[config.mk]
export PLATFORM = sky130hd
export DESIGN_NAME = seg2hex_capture
export DESIGN_NICKNAME = d
export VERILOG_FILES = /design/src/rtl/seg2hex_capture.sv
export SDC_FILE = /design/constraint.sdc
export NUM_CORES = 1
export LEC_CHECK = 0
export CAP_MARGIN = 20
export CORE_ASPECT_RATIO = 0.6
export CORE_MARGIN = 3
export CORE_UTILIZATION = 49
export DETAILED_ROUTE_END_ITERATION = 12
export PLACE_DENSITY = 0.75
export SLEW_MARGIN = 20
export SYNTH_ARGS = -nofsm -noshare
export SYNTH_HDL_FRONTEND = slang
export SYNTH_SLANG_ARGS = --single-unit
[constraint.sdc]
create_clock -name clk -period 2.4 [get_ports clk]
set_clock_uncertainty 0.2 [all_clocks]
set_input_delay 0.6 -clock clk [delete_from_list [all_inputs] [get_ports clk]]
set_output_delay 0.6 -clock clk [all_outputs]
set_load 0.005 [all_outputs]
[src/rtl/seg2hex_capture.sv]
// rtl/seg2hex_capture.sv - capture and decode a multiplexed 7-segment display bus into per-digit hex values
module seg2hex_capture #(
    parameter int NUM_DIGITS    = 4,
    parameter int STABLE_CYCLES = 4
) (
    input  logic                    clk,
    input  logic                    rst,
    input  logic [6:0]              seg_in,
    input  logic [NUM_DIGITS-1:0]   dig_sel,
    output logic [4*NUM_DIGITS-1:0] hex_out,
    output logic [NUM_DIGITS-1:0]   digit_valid,
    output logic [NUM_DIGITS-1:0]   digit_err,
    output logic                    upd,
    output logic [2:0]              upd_idx
);
    localparam int CW = $clog2(STABLE_CYCLES + 1);
    localparam logic [CW-1:0] CNT_MAX = CW'(STABLE_CYCLES);
    localparam int SW = NUM_DIGITS + 7;

    typedef enum logic [1:0] {IDLE, ACQ, HELD} state_t;

    state_t                state, state_nxt;
    logic [6:0]            seg_s1, seg_s2;
    logic [NUM_DIGITS-1:0] sel_s1, sel_s2;
    logic [SW-1:0]         samp, samp_prev;
    logic [CW-1:0]         cnt;
    logic                  changed, commit, new_onehot;
    logic [2:0]            idx;
    logic [4:0]            dec;

    function automatic logic [4:0] decode(input logic [6:0] s);
        case (s)
            7'h7E: decode = 5'h10;
            7'h30: decode = 5'h11;
            7'h6D: decode = 5'h12;
            7'h79: decode = 5'h13;
            7'h33: decode = 5'h14;
            7'h5B: decode = 5'h15;
            7'h5F: decode = 5'h16;
            7'h70: decode = 5'h17;
            7'h7F: decode = 5'h18;
            7'h7B: decode = 5'h19;
            7'h77: decode = 5'h1A;
            7'h1F: decode = 5'h1B;
            7'h4E: decode = 5'h1C;
            7'h3D: decode = 5'h1D;
            7'h4F: decode = 5'h1E;
            7'h47: decode = 5'h1F;
            default: decode = 5'h00;
        endcase
    endfunction

    assign samp    = {sel_s2, seg_s2};
    assign changed = (samp != samp_prev);
    assign new_onehot = (sel_s2 != '0) && ((sel_s2 & (sel_s2 - 1'b1)) == '0);
    // The counted value lives in samp_prev, so the commit uses it even if samp moves this cycle.
    assign commit  = (state == ACQ) && (cnt == CNT_MAX);
    assign dec     = decode(samp_prev[6:0]);

    always_comb begin
        idx = '0;
        for (int i = 0; i < NUM_DIGITS; i++) begin
            if (samp_prev[7+i]) idx = 3'(i);
        end
    end

    always_comb begin
        state_nxt = state;
        if (changed)     state_nxt = new_onehot ? ACQ : IDLE;
        else if (commit) state_nxt = HELD;
    end

    always_ff @(posedge clk or posedge rst) begin
        if (rst) begin
            seg_s1    <= '0;
            seg_s2    <= '0;
            sel_s1    <= '0;
            sel_s2    <= '0;
            samp_prev <= '0;
            cnt       <= '0;
            state     <= IDLE;
        end else begin
            seg_s1    <= seg_in;
            seg_s2    <= seg_s1;
            sel_s1    <= dig_sel;
            sel_s2    <= sel_s1;
            samp_prev <= samp;
            state     <= state_nxt;
            if (changed)             cnt <= CW'(1);
            else if (cnt != CNT_MAX) cnt <= cnt + 1'b1;
        end
    end

    always_ff @(posedge clk or posedge rst) begin
        if (rst) begin
            hex_out     <= '0;
            digit_valid <= '0;
            digit_err   <= '0;
            upd         <= 1'b0;
            upd_idx     <= '0;
        end else begin
            upd <= commit;
            if (commit) begin
                upd_idx <= idx;
                if (dec[4]) begin
                    hex_out[4*idx +: 4] <= dec[3:0];
                    digit_valid[idx]    <= 1'b1;
                    digit_err[idx]      <= 1'b0;
                end else begin
                    digit_valid[idx]    <= 1'b0;
                    digit_err[idx]      <= (samp_prev[6:0] != 7'h00);
                end
            end
        end
    end
endmodule

==> results of run 1 <==
sequential cells by signal, indices dropped and copies added, names as in the netlist, named ones only:
register	cells
digit_err	4
upd_idx	2
seg_s1	7
sel_s2	4
state	2
hex_out	16
cnt	3
sel_s1	4
samp_prev	11
upd	1
seg_s2	7
area by class of cell:
| type | instances | area share [%] |
|---|---|---|
| well taps | 80 | 2.653 |
| repair buffers | 50 | 12.87 |
| clock buffers | 10 | 3.648 |
| flip-flops and latches | 65 | 43.28 |
| multi-input cells | 157 | 32.64 |
| inverters | 29 | 2.985 |
| clock inverters | 6 | 1.924 |
synth_stat cells, drive strengths merged, types with 2 or more instances:
master / count / area, um2
dfrtp: 65 / 1627
inv: 28 / 105.1
o21ai: 20 / 100.1
nand2: 18 / 67.56
a21oi: 12 / 63.81
mux2i: 12 / 120.1
xor2: 11 / 96.34
ha: 10 / 125.1
buf: 9 / 53.80
nand3: 7 / 35.03
nor2: 7 / 26.28
nor3: 7 / 57.55
nor4: 5 / 37.53
o31ai: 5 / 37.54
mux2: 4 / 45.04
nand2b: 4 / 25.02
a311oi: 3 / 78.83
nand3b: 3 / 22.52
nand4b: 3 / 26.28
or3: 3 / 23.77
xnor2: 3 / 26.28
and3: 2 / 12.51
nand4: 2 / 12.51
or3b: 2 / 17.52
or4: 2 / 15.01
metal layers:
metal  share of wire [%]  wire [um]  GRT usage [%]
met3                 5.5        308          5.268
met5                   0          0              0
met2                  44       2456          25.63
met1                  49       2699          24.59
met4                 1.6         90          7.974
power groups by stage:
| stage | clock [mW] | sequential [mW] | combinational, mW |
|---|---|---|---|
| 6_report | 0.964 | 1.16 | 0.151 |
| 3_5_place_dp | 0 | 1.18 | 0.147 |
| 4_1_cts | 0.991 | 1.16 | 0.148 |
| 2_1_floorplan | 0 | 1.16 | 0.107 |
| 5_1_grt | 1.04 | 1.17 | 0.170 |
| 3_3_place_gp | 0 | 1.18 | 0.144 |
kinds of logic after synthesis:
kind of cell | Yosys count | synth area share (%)
flip-flops | 65 | 54.58
other | 1 | 0.1258
adder cells (fa/ha/maj) | 10 | 4.198
buffers and inverters | 38 | 5.457
XOR/XNOR | 14 | 4.114
multiplexers | 16 | 5.542
AND/OR/NAND/NOR | 68 | 13.69
AO/OA/AOI/OAI | 48 | 12.30
per-stage QoR:
stage          hold WS (ns)  setup slack [ns]
6_report             0.1505            0.1157
5_1_grt              0.1602          -0.02249
3_5_place_dp         0.1347           0.01989
2_1_floorplan        0.1312            0.1951
4_1_cts              0.1523           0.01043
3_3_place_gp         0.1311           0.08843
critical path, cell delays in order, from the launching register on:
cell and delay (ns):
dfrtp_2 0.51, or4_1 0.52, a21oi_1 0.24, a211oi_4 0.11, a311oi_4 0.37, mux2i_1 0.24
final timing paths:
path,start,slack [ns],to,cells after the start
min reg2reg,sel_s1[1],0.15,sel_s2[1],0
max reg2reg,samp_prev[3],0.12,hex_out[0],5
max in group asynchronous,rst,1.24,samp_prev[5],3
max,samp_prev[3],0.12,hex_out[0],5
min,sel_s1[1],0.15,sel_s2[1],0
min in group asynchronous,rst,0.49,seg_s1[4],3
==> key figures, run 1 <==
Clock tree
  – Root buffer cell: clkbuf_8
  – Clock tree sinks: 65
  – Clock Pin Slew Worst Setup and Hold Paths: 0.08 ns
  – Maximum buffer depth of the clock tree: 2
  – Cts hold-fix bufs: 0
  – TritonCTS clock tree: built
  – Post-CTS Setup Inserts: 0
  – Htree depth: 3
  – CTS Buf Count: 9
  – Post-CTS resize count: 0
  – Worst-Skew Late Latency: 0.34 ns

Logic synthesis
  – Number of synthesized register bits: 65
  – Seq/Total Area, Yosys: 54.58%
  – Synthesized cell area: 0.002980 mm2
  – Syn Nets: 283
  – Syn. warnings: 0
  – Synth Area per Inst: 11.46 um2
  – Synth unique cells: 46
  – Number of synthesized flops with an enable pin: 0
  – Most used DFF post-synth: dfrtp_1
  – Mapped Cells: 260
  – Synth async-reset ratio: 100.0%

Setup path
  – Crit-path max FO: 16
  – Required @ worst endpoint: 2.46 ns
  – CP endpoint kind: flip-flop
  – Startpoint types: flip-flop
  – Crit path kind: reg -> reg
  – WP data arrival: 2.35 ns

Power
  – Switching Share: 24.78%
  – PD cells: 603.5 mW/mm2
  – Clk pwr share: 42.4%
  – Psw: 0.5642 mW
  – Power Total: 2.277 mW
  – Lkg Pwr: 1.580 nW
  – P_int: 1.713 mW
  – Combinational Power Share: 6.6%
  – Peak supply drop: 0.3769 mV
  – Power share of the sequential group: 51.0%

Cells and area
  – Area growth syn-to-layout: 26.57%
  – Ant. Diodes: 0
  – Final Core Density: 65.86%
  – Reg area: 0.001633 mm2
  – Commonest non-fill, non-tap cell in the layout: dfrtp_1
  – Finished Cell Area: 0.003772 mm2
  – Multi-input logic area: 0.001231 mm2
  – Fill count: 483
  – Finished Layout Cells: 397
  – Nets: 335
  – Commonest non-fill, non-tap cells in the layout: dfrtp_1 (60), clkdlybuf4s50_1 (39), inv_1 (27), nand2_1 (18), o21ai_0 (18)
  – Share of layout cells above drive strength 1: 16.72%

Flow run
  – Maxcap violations: 0

Outcome
  – Status: finished, final reports clean

Timing
  – Fin crit period: 2.284 ns
  – Setup TNS Final: 0 ns
  – Fin. Hold Viols: 0
  – FMAX: 0.4378 GHz
  – Slew Limit Fails: 0
  – Endpoints failing setup: 0
  – RSZ-0062 raised after global routing: yes
  – Tcrit/Tclk final: 95.18%
  – Tightest Pin Transition: 0.5434 ns
  – Max-slew headroom: 63.69%

Drt
  – WL/cell: 13.99 um
  – Routed Wire Length: 5554 um
  – Detail Route Antenna Nets: 0
  – Via count: 2042
  – Vias/cell: 5.144
  – Initial DRC Count: 172
  – DRC viols: 0
  – Detailed Routing Iterations Pass 1: 5

Floorplan
  – Starting Density: 52.03%
  – Die Height: 66.41 um
  – FP Rows: 21
  – I/O pin count: 41
  – Die Span X: 106.7 um
  – Die footprint: 0.007085 mm2
  – Core ar.: 0.005728 mm2

Global routing
  – GRT Residual Overflow: 0
  – Largest net degree at the start of global routing: 66
  – First-pass GRT wire length: 9501 um
  – Vias in the first global route: 1985
  – Total track usage: 17.71%
  – Initial antenna violation count: 0

Placed design
  – Placed inst area: 0.003516 mm2
  – Post-detail-place hpwl: 3992 um
  – RePlAce Congestion: 0.7880
  – IO Port Bufs: 39
  – Placed insts: 381

Hold path
  – Type of the most critical hold path: reg -> reg
Note: power is estimated with default switching activity, not from simulation.
==> inputs of run 2 (changes only) <==
Settings changed: TNS_END_PERCENT set to 50.
==> results of run 2 <==
Final layout, timing and power as in run 1 (identical DEF).
